<file path="src/rtl/red_pitaya_pll_supervisor_if.sv">
// Control and status bundle between the PLL supervisor and its environment.
// The supervisor uses the slave view; the environment that drives lock status
// and software requests uses the master view.
interface red_pitaya_pll_supervisor_if;
  logic        pll_locked;
  logic        sw_rst_req;
  logic        timeout_clr;
  logic        pll_rst;
  logic        rstn_out;
  logic        lock_ok;
  logic [1:0]  state_o;
  logic [15:0] lol_cnt;
  logic        timeout_flag;

  modport master (
    output pll_locked, sw_rst_req, timeout_clr,
    input  pll_rst, rstn_out, lock_ok, state_o, lol_cnt, timeout_flag
  );

  modport slave (
    input  pll_locked, sw_rst_req, timeout_clr,
    output pll_rst, rstn_out, lock_ok, state_o, lol_cnt, timeout_flag
  );
endinterface

</file>
<file path="src/rtl/red_pitaya_pll_supervisor.sv">
// PLL bring-up supervisor: holds the PLL in reset, waits for a stable lock,
// then releases the reset of the PLL-clocked domain. Loss of lock in RUN
// restarts the sequence and is counted; lock timeouts raise a sticky flag.
module red_pitaya_pll_supervisor #(
  parameter int unsigned PLL_RST_CYC      = 16,
  parameter int unsigned LOCK_STABLE_CYC  = 1024,
  parameter int unsigned LOCK_TIMEOUT_CYC = 65536
) (
  input logic                         clk,
  input logic                         rstn,
  red_pitaya_pll_supervisor_if.slave  bus
);

  typedef enum logic [1:0] {
    PLL_RST   = 2'd0,
    WAIT_LOCK = 2'd1,
    STABLE    = 2'd2,
    RUN       = 2'd3
  } state_t;

  // Terminal counts: the transition fires on the edge where the counter
  // holds N-1, so each state lasts exactly N counted edges.
  localparam logic [20:0] RST_LAST = 21'(PLL_RST_CYC - 1);
  localparam logic [20:0] STB_LAST = 21'(LOCK_STABLE_CYC - 1);
  localparam logic [20:0] TMO_LAST = 21'(LOCK_TIMEOUT_CYC - 1);

  state_t      state;
  state_t      state_next;
  logic [20:0] cnt;
  logic [20:0] cnt_next;
  logic        sync1;
  logic        lock_s;
  logic        timeout_hit;
  logic        lol_hit;
  logic        pll_rst_q;
  logic        rstn_out_q;
  logic        lock_ok_q;
  logic        timeout_flag_q;
  logic [15:0] lol_cnt_q;

  // Two-flop synchroniser: the only place pll_locked is sampled.
  always_ff @(posedge clk or negedge rstn) begin
    if (!rstn) begin
      sync1  <= 1'b0;
      lock_s <= 1'b0;
    end else begin
      sync1  <= bus.pll_locked;
      lock_s <= sync1;
    end
  end

  // Next-state and shared-counter logic; software request overrides all.
  always_comb begin
    state_next  = state;
    cnt_next    = cnt + 21'd1;
    timeout_hit = 1'b0;
    lol_hit     = 1'b0;
    if (bus.sw_rst_req) begin
      state_next = PLL_RST;
      cnt_next   = '0;
    end else begin
      case (state)
        PLL_RST: begin
          if (cnt == RST_LAST) begin
            state_next = WAIT_LOCK;
            cnt_next   = '0;
          end
        end
        WAIT_LOCK: begin
          if (lock_s) begin
            state_next = STABLE;
            cnt_next   = '0;
          end else if (cnt == TMO_LAST) begin
            state_next  = PLL_RST;
            cnt_next    = '0;
            timeout_hit = 1'b1;
          end
        end
        STABLE: begin
          if (!lock_s) begin
            state_next = WAIT_LOCK;
            cnt_next   = '0;
          end else if (cnt == STB_LAST) begin
            state_next = RUN;
            cnt_next   = '0;
          end
        end
        RUN: begin
          cnt_next = '0;
          if (!lock_s) begin
            state_next = PLL_RST;
            lol_hit    = 1'b1;
          end
        end
        default: begin
          state_next = PLL_RST;
          cnt_next   = '0;
        end
      endcase
    end
  end

  // State and counter registers.
  always_ff @(posedge clk or negedge rstn) begin
    if (!rstn) begin
      state <= PLL_RST;
      cnt   <= '0;
    end else begin
      state <= state_next;
      cnt   <= cnt_next;
    end
  end

  // Outputs registered from the next state so they change on the same edge as state.
  always_ff @(posedge clk or negedge rstn) begin
    if (!rstn) begin
      pll_rst_q  <= 1'b1;
      rstn_out_q <= 1'b0;
      lock_ok_q  <= 1'b0;
    end else begin
      pll_rst_q  <= (state_next == PLL_RST);
      rstn_out_q <= (state_next == RUN);
      lock_ok_q  <= (state_next == RUN);
    end
  end

  // Sticky timeout flag; a timeout in the same cycle as a clear wins.
  always_ff @(posedge clk or negedge rstn) begin
    if (!rstn) begin
      timeout_flag_q <= 1'b0;
    end else if (timeout_hit) begin
      timeout_flag_q <= 1'b1;
    end else if (bus.timeout_clr) begin
      timeout_flag_q <= 1'b0;
    end
  end

  // Saturating loss-of-lock counter, cleared only by rstn.
  always_ff @(posedge clk or negedge rstn) begin
    if (!rstn) begin
      lol_cnt_q <= '0;
    end else if (lol_hit && (lol_cnt_q != 16'hFFFF)) begin
      lol_cnt_q <= lol_cnt_q + 16'd1;
    end
  end

  assign bus.pll_rst      = pll_rst_q;
  assign bus.rstn_out     = rstn_out_q;
  assign bus.lock_ok      = lock_ok_q;
  assign bus.state_o      = state;
  assign bus.lol_cnt      = lol_cnt_q;
  assign bus.timeout_flag = timeout_flag_q;

endmodule

</file>
<file path="src/flat_wrapper.sv">
// flat-port wrapper written by rule: the top's interface ports become plain ports
module red_pitaya_pll_supervisor_flat 
#(
  parameter int unsigned PLL_RST_CYC      = 16,
  parameter int unsigned LOCK_STABLE_CYC  = 1024,
  parameter int unsigned LOCK_TIMEOUT_CYC = 65536
)
  (clk, rstn, bus_pll_locked, bus_sw_rst_req, bus_timeout_clr, bus_pll_rst, bus_rstn_out, bus_lock_ok, bus_state_o, bus_lol_cnt, bus_timeout_flag);
  red_pitaya_pll_supervisor_if bus_i ();
  input logic clk;
  input logic rstn;
  input wire logic [$bits(bus_i.pll_locked)-1:0] bus_pll_locked;
  input wire logic [$bits(bus_i.sw_rst_req)-1:0] bus_sw_rst_req;
  input wire logic [$bits(bus_i.timeout_clr)-1:0] bus_timeout_clr;
  output wire logic [$bits(bus_i.pll_rst)-1:0] bus_pll_rst;
  output wire logic [$bits(bus_i.rstn_out)-1:0] bus_rstn_out;
  output wire logic [$bits(bus_i.lock_ok)-1:0] bus_lock_ok;
  output wire logic [$bits(bus_i.state_o)-1:0] bus_state_o;
  output wire logic [$bits(bus_i.lol_cnt)-1:0] bus_lol_cnt;
  output wire logic [$bits(bus_i.timeout_flag)-1:0] bus_timeout_flag;
  assign bus_i.pll_locked = bus_pll_locked;
  assign bus_i.sw_rst_req = bus_sw_rst_req;
  assign bus_i.timeout_clr = bus_timeout_clr;
  assign bus_pll_rst = bus_i.pll_rst;
  assign bus_rstn_out = bus_i.rstn_out;
  assign bus_lock_ok = bus_i.lock_ok;
  assign bus_state_o = bus_i.state_o;
  assign bus_lol_cnt = bus_i.lol_cnt;
  assign bus_timeout_flag = bus_i.timeout_flag;
  red_pitaya_pll_supervisor #(.PLL_RST_CYC(PLL_RST_CYC), .LOCK_STABLE_CYC(LOCK_STABLE_CYC), .LOCK_TIMEOUT_CYC(LOCK_TIMEOUT_CYC)) u_core (.clk(clk), .rstn(rstn), .bus(bus_i));
endmodule
</file>
<file path="config.mk">
export PLATFORM = sky130hd
export DESIGN_NAME = red_pitaya_pll_supervisor_flat
export DESIGN_NICKNAME = d
export VERILOG_FILES = /design/src/rtl/red_pitaya_pll_supervisor_if.sv /design/src/rtl/red_pitaya_pll_supervisor.sv /design/src/flat_wrapper.sv
export SDC_FILE = /design/constraint.sdc
export NUM_CORES = 1
export LEC_CHECK = 0
export CAP_MARGIN = 20
export CELL_PAD_IN_SITES_DETAIL_PLACEMENT = 0
export CELL_PAD_IN_SITES_GLOBAL_PLACEMENT = 2
export CORE_MARGIN = 2
export CORE_UTILIZATION = 43
export DETAILED_ROUTE_END_ITERATION = 16
export DONT_BUFFER_PORTS = 1
export PLACE_DENSITY = 0.8
export SYNTH_ARGS = -nofsm -noshare
export SYNTH_HDL_FRONTEND = slang
export SYNTH_SLANG_ARGS = --single-unit
export TNS_END_PERCENT = 10
</file>
<file path="constraint.sdc">
create_clock -name clk -period 2.98 [get_ports clk]
set_input_delay 0.596 -clock clk [delete_from_list [all_inputs] [get_ports clk]]
set_output_delay 0.596 -clock clk [all_outputs]
set_load 0.02 [all_outputs]
</file>
==> results by group, run 1 <==
Logic synthesis
  • Async SR Flop Fraction: 100%
  • Ranking of synthesized cells by area: dfrtp_1 52%, xor2_1 9.7%, nor2_1 6.1%
  • Most area-hungry cell type in the Yosys netlist: dfrtp_1
  • Synth Instances: 199
  • Syn Area/Cell: 10.4 sq um
  • Syn Nets: between 200 and 250
  • Seq/Total Area, Yosys: 53.1%
  • Yosys warnings: 0
  • Synth Flop Type: dfrtp_1
  • Post-synth EDFFs: 0
  • Top cell type's share of synthesized area: approximately half
  • Synthesized area: 2080 sq um
  • Unique masters post-synth: 35
  • Synth Register Bits: 44

Place
  • Placed cell count: 249
  • RD Place Congestion: 0.820
  • DP HPWL: 2.68 mm
  • Port bufs: 0
  • Post-DP Area: around 2100 sq um
  • Dpl ws: 0.818 ns

Cells and area
  • Util after Layout: 47.5%
  • Design area: 2230 sq um
  • Most common cell after layout, fill and taps aside: dfrtp_1
  • Layout cells sized above 1: 7.35%
  • Fill cells: 464
  • Area added between synthesis and finish: 7.29%
  • Diode count: 0
  • Commonest non-fill, non-tap cells in the layout: 43 x dfrtp_1, 34 x nor2_1, 23 x xor2_1
  • Fin nets: 210
  • Layout Cells excl Fill: 258

Critical path
  • Worst Setup Path Type: register to register
  • Worst setup SP type: register
  • Crit path max-delay family: simple AND/OR/NAND/NOR gates
  • Crit path capture type: register
  • Worst path most repeated cell: or4_1
  • Worst path cell trace: or4_1 > or4_1 > o21ai_2 > o221a_4 > nor2_1
  • Crit path buffers/inverters: 0
  • Critical Path Max Stage Delay: 0.54 ns
  • Crit-path max FO: 21
  • CP required: between 3 and 4 ns
  • Slowest-stage cell, CP: or4_1
  • Critical path arrival: roughly 2.4 ns

Floorplan
  • Die width: between 70 and 80 microns
  • Site Rows: 25
  • Core box area: 4690 sq um
  • Initial Util: between 40 and 50%
  • Die height: 73.5 microns
  • Die Area: 5400 sq um
  • I/O pin count: 27

Hold path
  • Hold Path Class: primary input to async pin

Power and ir drop
  • Peak VDD IR: 202 uV
  • Total power: 1.02 mW
  • Power per cell area: 458 nW/um^2
  • Static Leak: 1.01 nW

Route
  • Final wirelength: 3.87 mm
  • M1 WL: 1.67 mm
  • Drt first-iter violations: 42
  • TritonRoute pass-1 iters: 4
  • Top Layer Used: met4
  • Met2 wire len: 1.94 mm
  • Detailed-route via count: 1439
  • Routed wire per std cell: 15.0 microns
  • DRC: 0
  • ANT nets after route: 0
  • Via-to-Cell Ratio: between 5 and 6
  • Met3 wire length: 214 microns

Outcome
  • Status: finished, final reports clean

Timing
  • Fin. Hold Viols: 0
  • Final period util: between 70 and 80%
  • Total Neg Setup Slack: 0 ns
  • Worst Skew: 0.0113 ns
  • Fin crit period: between 2 and 2.5 ns
  • # setup viols final: 0
  • Slew Limit Fails: 0
  • Achievable frequency: 453 MHz
  • Rel. slew slack: between 50% and 60%
  • Hold slack: 0.129 ns
  • Worst slew pin tran: 0.686 ns
  • Min setup slack post-route: 0.773 ns
  • RSZ-0062 raised after global routing: no

GRT
  • GR Overflow Total: 0
  • First-pass GRT wire length: 6.66 mm
  • Largest net degree at the start of global routing: 44
  • GRT Util Overall: 16.2%
  • Initial antenna violation count: 0
  • Vias in the first global route: 1468

Clock network
  • H-Tree Depth: 2
  • Clock Path Buffers: 2
  • Total setup buffers inserted after CTS: 0
  • CTS resizes: 0
  • CTS root buf: clkbuf_8
  • Total CTS buffers: 5
  • CTS clock-pin slew for the worst setup and hold paths: 0.08 ns
  • Clock net sink count: 44
  • CTS tree: built
  • Worst-Skew Late Latency: roughly 0.30 ns

Job
  • Max Cap Viol: 0
==> path summary, 6_finish.rpt <==
kind	from	end	slack (ns)	cells after the start
worst min register to register	u_core.sync1	u_core.lock_s	0.36	0
max in group asynchronous	rstn	u_core.bus.lol_cnt[1]	2.63	1
worst max-delay path	u_core.cnt[5]	u_core.cnt[4]	0.77	5
min in group clk	bus_pll_locked	u_core.sync1	0.32	0
worst min-delay path	rstn	u_core.bus.lol_cnt[4]	0.13	1
worst max register to register	u_core.cnt[5]	u_core.cnt[4]	0.77	5
==> registers in the layout (all words and copies together) (netlist names) <==
name,cells
u_core.bus.state_o,2
u_core.bus.lol_cnt,16
u_core.bus.pll_rst,1
u_core.cnt,21
u_core.sync1,1
u_core.bus.lock_ok,1
u_core.lock_s,1
u_core.bus.timeout_flag,1
==> cell families (layout without fill, tap and decap cells) <==
family,after synthesis,in the layout,synth area share [%]
simple gates,101,101,24.9
buf+inv,8,13,2.35
fa+ha+maj,2,2,1.21
flops,44,44,53.1
compound gates,10,10,3.98
xor+xnor,33,33,13.9
mux,1,1,0.542
==> synth_stat cells (all sizes together) (4+ instances only) <==
| cell | count |
|---|---|
| dfrtp | 43 |
| nor2 | 34 |
| xor2 | 23 |
| nand2 | 17 |
| nand3 | 13 |
| nand4 | 10 |
| xnor2 | 10 |
| and4 | 5 |
| nor3 | 4 |
==> metal layers <==
metal	global-route usage, %	vias to the layer above
li1	-	689
met1	18.6	708
met2	27.6	36
met3	6.04	6
met4	5.45	0
met5	0	-
==> area by class of cell <==
class	instances	area (sq um)	area share, %
Timing Repair Buffer	2	27.5	1.24
Sequential cell	44	1100	49.5
Multi-Input combinational cell	147	925	41.5
Tap cell	54	67.6	3.03
Clock inverter	1	7.51	0.337
Clock buffer	7	86.3	3.88
Inverter	3	11.3	0.506
==> power breakdown <==
part | internal (mW) | total [mW] | switching (mW)
Clock | 0.188 | 0.389 | 0.200
Sequential | 0.601 | 0.605 | 0.00384
Combinational | 0.00820 | 0.0269 | 0.0187
==> repair_timing <==
item / in CTS / in global routing
hold buffers: 1 / 0
setup endpoints to repair: 0 / 0
endpoints found under the hold margin: 43 / 0
(Power assumes the default switching activity.)
==> run 2: changes to the inputs <==
- CORE_UTILIZATION: 43 -> 36
- PLACE_DENSITY: 0.8 -> 0.71
- clock period: 2.98 -> 1.8 ns (I/O delays scaled with it)
==> run 2 against run 1 <==
The flow now finishes with violations (setup timing). Cell area up 23%. Final cell count grew 26%. Routed wire length is 29% higher. First-iteration DRC count grew to 3.0 times the previous value. Non-clock buffer count rose by 47. Clock power grew 63%. Maximum frequency up 6.0%. Register-to-register slack worse by 1.1 ns. Critical endpoint is now u_core.cnt[12]. Largest cell class unchanged.
==> results by group, run 2 (same netlist as run 1, synthesis figures left out) <==
Floorplan
  • Die Area: 6390 sq um (+18%)
  • Die width: 79.9 microns (+8.8%)
  • Die height: 79.9 microns (+8.8%)
  • Initial Util: 37.5% (-6.8 points)
  • Core box area: 5540 sq um (+18%)
  • I/O pin count: 27 (unchanged)
  • Site Rows: 27 (+8.0%)

Cells and area
  • Fill cells: 513 (+11%)
  • Area added between synthesis and finish: 32.2%
  • Design area: 2740 sq um (+23%)
  • Reg area: 1100 sq um (unchanged)
  • Commonest non-fill, non-tap cells in the layout: 47 x buf_4, 43 x dfrtp_1, 31 x nor2_1
  • Layout Cells excl Fill: 326 (+26%)
  • Diode count: 0 (unchanged)
  • Layout cells sized above 1: 29.9% (+23 points)
  • Fin nets: 260 (+24%)
  • Most common cell after layout, fill and taps aside: buf_4
  • Multi-input gate area: 1060 sq um (+15%)
  • Largest register FFs: 21 (unchanged)
  • Largest Register: u_core.cnt

Place
  • Post-DP Area: 2470 sq um (+17%)
  • RD Place Congestion: 0.769 (-6.2%)
  • Dpl ws: -0.333 ns (-1.15 ns)
  • Placed cell count: 312 (+25%)
  • Port bufs: 0 (unchanged)
  • DP HPWL: 3.43 mm (+28%)

Route
  • Via-to-Cell Ratio: 5.19 (-7.0%)
  • Routed wire per std cell: 15.3 microns (+1.8%)
  • DRC: 0 (unchanged)
  • Detailed-route via count: 1691 (+18%)
  • TritonRoute pass-1 iters: 4 (unchanged)
  • ANT nets after route: 0 (unchanged)
  • Final wirelength: 4.98 mm (+29%)
  • Drt first-iter violations: 124 (+200%)

Power and ir drop
  • Power per cell area: 622 nW/um^2 (+36%)
  • Peak VDD IR: 253 uV (+25%)
  • Static Leak: 1.28 nW (+27%)

Critical path
  • Crit path max-delay family: simple AND/OR/NAND/NOR gates
  • R2r endpoint: u_core.cnt[12]
  • Critical Path Max Stage Delay: 0.54 ns (about the same)
  • Critical path arrival: 2.26 ns (-0.11 ns)
  • Crit path buffers/inverters: 0 (unchanged)
  • Worst setup SP type: register
  • R2r setup slk: -0.28 ns (-1.06 ns)
  • Worst path most repeated cell: or4_4
  • Worst path cell trace: or4_4 > or4_4 > o21ai_4 > o221a_4 > nor2_1
  • Worst Setup Path Type: register to register
  • R2r startpoint: u_core.cnt[5]
  • Slowest-stage cell, CP: or4_4
  • Crit-path max FO: 6 (-71%)
  • Crit path capture type: register
  • CP required: 1.98 ns (-1.17 ns)
  • Cells on worst reg2reg path: 5 (unchanged)

Clock network
  • Clock Path Buffers: 2 (unchanged)
  • CTS clock-pin slew for the worst setup and hold paths: 0.08 ns (about the same)
  • Total CTS buffers: 5 (unchanged)
  • H-Tree Depth: 2 (unchanged)
  • Worst-Skew Late Latency: 0.30 ns (about the same)
  • CTS tree: built
  • CTS root buf: clkbuf_8
  • Clock net sink count: 44 (unchanged)

Outcome
  • Violated checks: setup timing
  • Status: finished with violations

Hold path
  • Min-delay src: bus_pll_locked
  • Hold Path End: u_core.sync1
  • Hold Path Class: primary input to register
  • Hold depth: 0

Job
  • Max Cap Viol: 0 (unchanged)

Timing
  • Rel. slew slack: 56.1% (+1.9 points)
  • Slew Limit Fails: 0 (unchanged)
  • Hold slack: 0.0897 ns (-0.0395 ns)
  • Fin. Hold Viols: 0 (unchanged)
  • Fin crit period: 2.08 ns (-0.124 ns)
  • Final period util: 116% (+42 points)
  • RSZ-0062 raised after global routing: yes
  • Achievable frequency: 480 MHz (+6.0%)
  • # setup viols final: 23 (+23)
  • Worst Skew: 0.0108 ns (-0.000417 ns)
  • Min setup slack post-route: -0.283 ns (-1.06 ns)
  • Worst slew pin tran: 0.653 ns (-0.0332 ns)

GRT
  • Vias in the first global route: 1769 (+21%)
  • First-pass GRT wire length: 8.24 mm (+24%)
  • GR Overflow Total: 0 (unchanged)
  • Initial antenna violation count: 0 (unchanged)
  • Largest net degree at the start of global routing: 45 (+2.3%)
  • GRT Util Overall: 16.7% (+0.57 points)
run 2: repair_timing:
action | CTS | global route
cloned | 2 | 1
setup endpoints to repair | 24 | 33
buffers inserted | 1 | 0
pin swaps | 6 | 7
endpoints found under the hold margin | 44 | 0
hold buffers | 2 | 0
resized for setup | 9 | 9
run 2: cell type report:
type | count | area share, %
flip-flops and latches | 44 | 40.2
repair buffers | 49 | 14.2
multi-input cells | 150 | 38.6
clock buffers | 8 | 3.28
inverters | 3 | 0.410
well taps | 72 | 3.28
run 2: where the power goes:
| group | leakage [nW] | total (mW) | internal [mW] | switching (mW) |
|---|---|---|---|---|
| Sequential | 0.604 | 1.00 | 0.995 | 0.00477 |
| Combinational | 0.627 | 0.0709 | 0.0302 | 0.0407 |
| Clock | 0.0455 | 0.636 | 0.313 | 0.323 |
| Total | 1.28 | 1.71 | 1.34 | 0.368 |
run 2: worst max-delay path by stage:
stage	cells after the start	slack (ns)	end	start
CTS	5	-0.26	u_core.cnt[15]	u_core.cnt[5]
detailed placement	5	-0.33	u_core.cnt[12]	u_core.cnt[5]
floorplan	6	-0.16	u_core.cnt[2]	u_core.cnt[5]
global route	5	-0.33	u_core.cnt[12]	u_core.cnt[5]
global placement	5	-0.30	u_core.cnt[5]	u_core.cnt[5]
finish	5	-0.28	u_core.cnt[12]	u_core.cnt[5]
run 2: worst reg2reg max path: cells and delay by family (launching register included):
family           cells  cell delay, ns
AO/OA/AOI/OAI        2            0.54
AND/OR/NAND/NOR      3            1.06
flip-flops           1            0.38
run 2: metrics by stage:
| step | utilization [%] | setup TNS, ns | total power [mW] |
|---|---|---|---|
| final | 49.5 | -5.54 | 1.71 |
| after global routing | 49.5 | -6.84 | 1.79 |
| after CTS | 48.5 | -5.46 | 1.72 |
| after detailed placement | 44.6 | -6.73 | 1.05 |
| after global placement | 44.6 | -6.41 | 1.05 |
| after floorplan | - | -3.32 | 1.04 |
run 2: layer usage:
| layer | GRT usage (%) | share of wire, % | vias to the layer above |
|---|---|---|---|
| met4 | 4.92 | 1.2 | 0 |
| met2 | 28.3 | 48 | 42 |
| met3 | 5.32 | 6.2 | 7 |
| met1 | 20.3 | 44 | 835 |
| met5 | 0 | 0 | - |
| li1 | - | - | 807 |
